[config.mk]
export PLATFORM = sky130hd
export DESIGN_NAME = byte_word_packer
export DESIGN_NICKNAME = d
export VERILOG_FILES = /design/src/rtl/byte_word_packer.sv
export SDC_FILE = /design/constraint.sdc
export NUM_CORES = 1
export LEC_CHECK = 0
export ABC_AREA = 0
export CAP_MARGIN = 20
export CORE_ASPECT_RATIO = 1.25
export CORE_MARGIN = 5
export CORE_UTILIZATION = 50
export CTS_CLUSTER_SIZE = 25
export DETAILED_ROUTE_END_ITERATION = 12
export PLACE_DENSITY = 0.85
export RECOVER_POWER = 25
export SKIP_CTS_REPAIR_TIMING = 1
export SLEW_MARGIN = 10
export SYNTH_ARGS = -nofsm -noshare
export SYNTH_HDL_FRONTEND = slang
export SYNTH_SLANG_ARGS = --single-unit
[constraint.sdc]
create_clock -name clk -period 4 [get_ports clk]
set_input_delay 1.2 -clock clk [delete_from_list [all_inputs] [get_ports clk]]
set_output_delay 1.2 -clock clk [all_outputs]
set_load 0.05 [all_outputs]
[src/rtl/byte_word_packer.sv]
// Packs a valid/ready byte stream into 32-bit words (first byte in [31:24]), padding short final words.
// Latency: word is presented 1 cycle after its completing byte is accepted; in_ready = !out_valid || out_ready.
module byte_word_packer #(
    parameter logic [7:0] PAD_BYTE = 8'h00
) (
    input  logic        clk,
    input  logic        rst_n,
    input  logic [7:0]  in_byte,
    input  logic        in_valid,
    input  logic        in_last,
    output logic        in_ready,
    output logic [31:0] out_word,
    output logic [3:0]  out_keep,
    output logic        out_last,
    output logic        out_valid,
    input  logic        out_ready,
    output logic [15:0] word_count
);

    logic [1:0]  cnt_q,  cnt_d;
    logic [23:0] acc_q,  acc_d;
    logic [31:0] word_q, word_d;
    logic [3:0]  keep_q, keep_d;
    logic        last_q, last_d;
    logic        vld_q,  vld_d;
    logic [15:0] wcnt_q, wcnt_d;

    logic in_fire;
    logic out_fire;

    // The output slot can take a new word whenever it is empty or draining this cycle.
    assign in_ready = !vld_q || out_ready;
    assign in_fire  = in_valid && in_ready;
    assign out_fire = vld_q && out_ready;

    always_comb begin
        cnt_d  = cnt_q;
        acc_d  = acc_q;
        word_d = word_q;
        keep_d = keep_q;
        last_d = last_q;
        vld_d  = vld_q;
        wcnt_d = wcnt_q;

        if (out_fire) begin
            vld_d  = 1'b0;
            wcnt_d = wcnt_q + 16'd1;
        end

        if (in_fire) begin
            if (cnt_q == 2'd3 || in_last) begin
                cnt_d  = 2'd0;
                vld_d  = 1'b1;
                last_d = in_last;
                case (cnt_q)
                    2'd0: begin
                        word_d = {in_byte, PAD_BYTE, PAD_BYTE, PAD_BYTE};
                        keep_d = 4'b1000;
                    end
                    2'd1: begin
                        word_d = {acc_q[23:16], in_byte, PAD_BYTE, PAD_BYTE};
                        keep_d = 4'b1100;
                    end
                    2'd2: begin
                        word_d = {acc_q[23:8], in_byte, PAD_BYTE};
                        keep_d = 4'b1110;
                    end
                    default: begin
                        word_d = {acc_q, in_byte};
                        keep_d = 4'b1111;
                    end
                endcase
            end else begin
                cnt_d = cnt_q + 2'd1;
                case (cnt_q)
                    2'd0:    acc_d[23:16] = in_byte;
                    2'd1:    acc_d[15:8]  = in_byte;
                    default: acc_d[7:0]   = in_byte;
                endcase
            end
        end
    end

    always_ff @(posedge clk or negedge rst_n) begin
        if (!rst_n) begin
            cnt_q  <= 2'd0;
            acc_q  <= 24'd0;
            word_q <= 32'd0;
            keep_q <= 4'd0;
            last_q <= 1'b0;
            vld_q  <= 1'b0;
            wcnt_q <= 16'd0;
        end else begin
            cnt_q  <= cnt_d;
            acc_q  <= acc_d;
            word_q <= word_d;
            keep_q <= keep_d;
            last_q <= last_d;
            vld_q  <= vld_d;
            wcnt_q <= wcnt_d;
        end
    end

    assign out_word   = word_q;
    assign out_keep   = keep_q;
    assign out_last   = last_q;
    assign out_valid  = vld_q;
    assign word_count = wcnt_q;

endmodule

Word level (Yosys, flattened, before mapping)
Cells that the tools add are included.
{"block": "word_totals", "reg_bits": 80, "latchBits": 0, "ramBits": 0, "rom_bits": 0, "input_bits": 13, "output_inout_bits": 55, "memories": 0}
{"block": "classes", "addsub": 2, "n_mul": 0, "n_div": 0, "order_cmp": 0, "eq_ne": 3, "n_shift": 0, "n_mux": 6, "bitwise_logic": 2, "reduce_logical": 11}
{"cell": "32-bit one-hot mux with 3 select lines", "count": 1}
{"cell": "16-bit by 1-bit adder with 16-bit output, second input constant", "count": 1}
{"cell": "3-bit one-hot mux with 3 select lines", "count": 1}
{"cell": "3-bit AND reduction", "count": 3}
{"cell": "2-bit == test, second input constant", "count": 2}
{"cell": "1-bit two-way mux", "count": 3}
{"cell": "2-bit by 1-bit adder with 2-bit output, second input constant", "count": 1}
{"cell": "2-bit by 1-bit == test with 1-bit output, second input constant", "count": 1}
{"cell": "1-bit logical AND", "count": 2}
{"cell": "2-bit logical NOT", "count": 1}
{"cell": "1-bit logical OR", "count": 2}
{"cell": "2-bit two-way mux", "count": 1}
{"cell": "1-bit inverter", "count": 2}
{"cell": "2-bit AND reduction", "count": 1}
{"cell": "2-bit OR reduction", "count": 1}
{"cell": "1-bit logical NOT", "count": 1}

Depth between registers and ports, before layout
{"block": "depth", "ltp_word": 4, "depth_mapped": 7}

Worst setup path before layout
No wires, ideal clock.
{"block": "synth_path", "path_type": "in2out", "from": "input out_ready", "to": "output in_ready", "t_arrival_ns": 1.517, "path_slack_ns": 1.283, "cell_stages": 2, "n_path_buf": 1, "cell_sequence": "nand2b_1 > buf_6"}
{"block": "synth_between", "elab_chain_cells": 1}
{"element": "start, declared", "line": "16", "text": "input logic out_ready,"}
{"element": "1-bit logical OR", "line": "32", "text": "assign in_ready = !vld_q || out_ready;"}
{"element": "end, declared", "line": "11", "text": "output logic in_ready,"}
No other way between the ends.

Worst setup path after layout
Same ends and word-level chain as after synthesis.

==> flow_summary.json <==
{
  "ys_seq_area_frac": 0.5887,
  "critPathMaxFanout": 8,
  "cts_made_buffers": 9,
  "status": "finished with violations",
  "synth.distinct_cells": 34,
  "finClkSkew_ns": 0.007090,
  "first_pass_iters": 6,
  "finalSetupViolations": 0,
  "synthesis.area_sq_um": 3401,
  "cts-root-buf": "clkbuf_8",
  "dp_worst_setup_slack_ns": 0.5227,
  "postSynthCellCount": 275,
  "async_flop_share": 1.000,
  "synth-seq-cells": 80,
  "yosysTopAreaCell": "dfrtp_1",
  "crit_arrival_ns": 2.30,
  "wl_per_cell_um": 17.20,
  "drt_iter0_drc": 220,
  "die_w_um": 83.77,
  "violations": "max-capacitance violations, max-slew violations",
  "min_period_over_period": 0.8752,
  "wirelength_mm": 7.448,
  "antennaDiodeCount": 0,
  "max_freq_mhz": 285.7,
  "clk_pin_slew_ns": 0.07,
  "wl_met3_um": 364,
  "via_per_inst": 5.647,
  "chipHeight_um": 102.2,
  "synthesis.nets": 295,
  "max_cap_violations": 1,
  "critPathLaunchType": "primary input",
  "synth_area_leaders": "dfrtp_1 59%, mux2_2 6.0%, mux2_4 3.5%",
  "power.density_nw_per_um2": 722.7,
  "p_int_uw": 1970,
  "place.gp.congestion": 0.8240,
  "cts_sinks": 80,
  "relSlewSlack": -0.2565,
  "power_frac_seq": 0.390,
  "rows": 33,
  "clock_power_share": 0.227,
  "grt_pass1_wl_mm": 11.94,
  "grt_overflow": 0,
  "dieArea_sq_um": 8561,
  "fin_setup_tns_ns": 0,
  "dr_wl_met2_mm": 3.906,
  "power_frac_comb": 0.383,
  "htree_levels": 3,
  "nets": 361,
  "layout-drive-gt1-share": 0.1561,
  "synth-main-ff-cell": "dfrtp_1",
  "fillers": 489,
  "start_util": 0.5148,
  "globalRouteTotalUtil": 0.1808,
  "core-area_sq_um": 6606,
  "hpwl_mm": 5.260,
  "dpl.cell_count": 417,
  "regArea_sq_um": 2002,
  "drtAntennaViolNets": 0,
  "m1WireLength_mm": 2.964,
  "p_leak_uw": 0.002000,
  "finalHoldViolCount": 0,
  "hold_path_class": "register to register",
  "ir_worst_vdd_mv": 0.3903,
  "multi_input_area_sq_um": 1285,
  "slew_violations": 81,
  "period_needed_ns": 3.501,
  "port-buffer-count": 67,
  "highest_layer": "met4",
  "avgSynthCellArea_sq_um": 12.37,
  "grt_start_max_net_pins": 81,
  "postLayoutSetupSlackWorst_ns": 0.4994,
  "synth_edf_count": 0,
  "tightest_slew_ns": 1.885,
  "crit_path_end_kind": "output port",
  "switchingPower_uw": 1190,
  "final_util": 0.6619,
  "insertion_delay_ns": 0.36,
  "fin_cells": 433,
  "clock_path_buffers": 2,
  "rsz0062_at_grt": "false",
  "area_delta_synth_final_pct": 28.59,
  "synth_top_area_frac": 0.5887,
  "cp.required_ns": 2.80,
  "antenna_found_initial": 0,
  "drc": 0,
  "cts_tree": "done",
  "path_class": "primary input to output port",
  "vias": 2445,
  "swShare": 0.3767,
  "ios": 68,
  "yosysWarnings": 0,
  "grt_pass1_vias": 2356
}
## through the flow
step                hold slack, ns  power (uW)  instance area [sq um]
floorplan                   0.4758        2043                   3401
global placement            0.4506        2419                   4130
detailed placement          0.4643        2459                   4130
CTS                         0.4747        3180                   4375
global route                0.4800        3298                   4373
finish                      0.4699        3160                   4373
## state kept, by name (all words and copies together) (netlist names)
signal / count
out_valid: 1
out_word: 32
word_count: 16
cnt_q: 2
acc_q: 24
out_keep: 4
out_last: 1
## layout make-up
| type | count | area share |
|---|---|---|
| flip-flops and latches | 80 | 0.4578 |
| multi-input cells | 170 | 0.2938 |
| repair buffers | 69 | 0.1579 |
| clock buffers | 11 | 0.03233 |
| well taps | 87 | 0.02489 |
| clock inverters | 5 | 0.02375 |
| inverters | 11 | 0.009442 |
## cell usage in the layout, fill, tap and decap left out, types with 2 or more instances in the layout
| master | n |
|---|---|
| a222oi_1 | 7 |
| nor2b_1 | 3 |
| dfrtp_1 | 80 |
| clkbuf_8 | 10 |
| and3_2 | 3 |
| mux2_2 | 18 |
| and3_1 | 2 |
| nor2_1 | 13 |
| a22oi_1 | 9 |
| xnor2_1 | 12 |
| a221o_1 | 8 |
| clkdlybuf4s50_1 | 65 |
| nand2b_1 | 2 |
| inv_1 | 11 |
| or3_1 | 3 |
| mux2_4 | 8 |
| and4_2 | 2 |
| nand2_1 | 30 |
| ha_1 | 7 |
| o21ai_0 | 12 |
| xor2_1 | 3 |
| a22o_1 | 8 |
| nand3_1 | 7 |
| bufinv_16 | 3 |
| buf_4 | 2 |
| nor3_1 | 2 |
| nand4_1 | 4 |
## cell usage after synthesis, drive strengths merged, types with 4 or more instances
cell,number
a22oi,9
nand4,4
buf,7
dfrtp,80
nand2,30
and3,5
ha,7
a22o,8
inv,11
xnor2,12
clkbuf,7
a222oi,7
mux2,26
a221o,8
nand3,8
o21ai,12
nor2,13
## routing by layer
layer,vias up,global-route usage
li1,1112,-
met1,1242,0.2153
met2,76,0.3099
met3,15,0.02742
met4,0,0.1139
met5,-,0
## power by group through the flow
stage	Sequential, uW	Combinational, uW	Clock [uW]
3_5_place_dp	1250	1210	0
3_3_place_gp	1230	1190	0
5_1_grt	1260	1280	757
4_1_cts	1230	1220	726
6_report	1230	1210	717
2_1_floorplan	1660	381	0
## critical path: stages
cell and delay [ns]:
clkdlybuf4s50_1 0.55, nand2b_1 0.36, buf_12 0.19
## cells by family after synthesis
group,after synthesis,share of synthesized area
flops,80,0.5887
buf+inv,25,0.03348
simple gates,76,0.1111
mux,27,0.09787
compound gates,45,0.1045
xor+xnor,15,0.03863
fa+ha+maj,7,0.02575
## path summary, 6_finish.rpt
path | startpoint | end | slack [ns] | cells after the start
min reg2reg | word_count[15] | word_count[15] | 0.47 | 1
max reg2reg | cnt_q[0] | out_word[8] | 1.75 | 6
min | word_count[15] | word_count[15] | 0.47 | 1
max | out_ready | in_ready | 0.50 | 3
min in group asynchronous | rst_n | out_last | 1.36 | 1
max in group asynchronous | rst_n | out_word[18] | 1.53 | 1
Note: power is estimated with default switching activity, not from simulation.
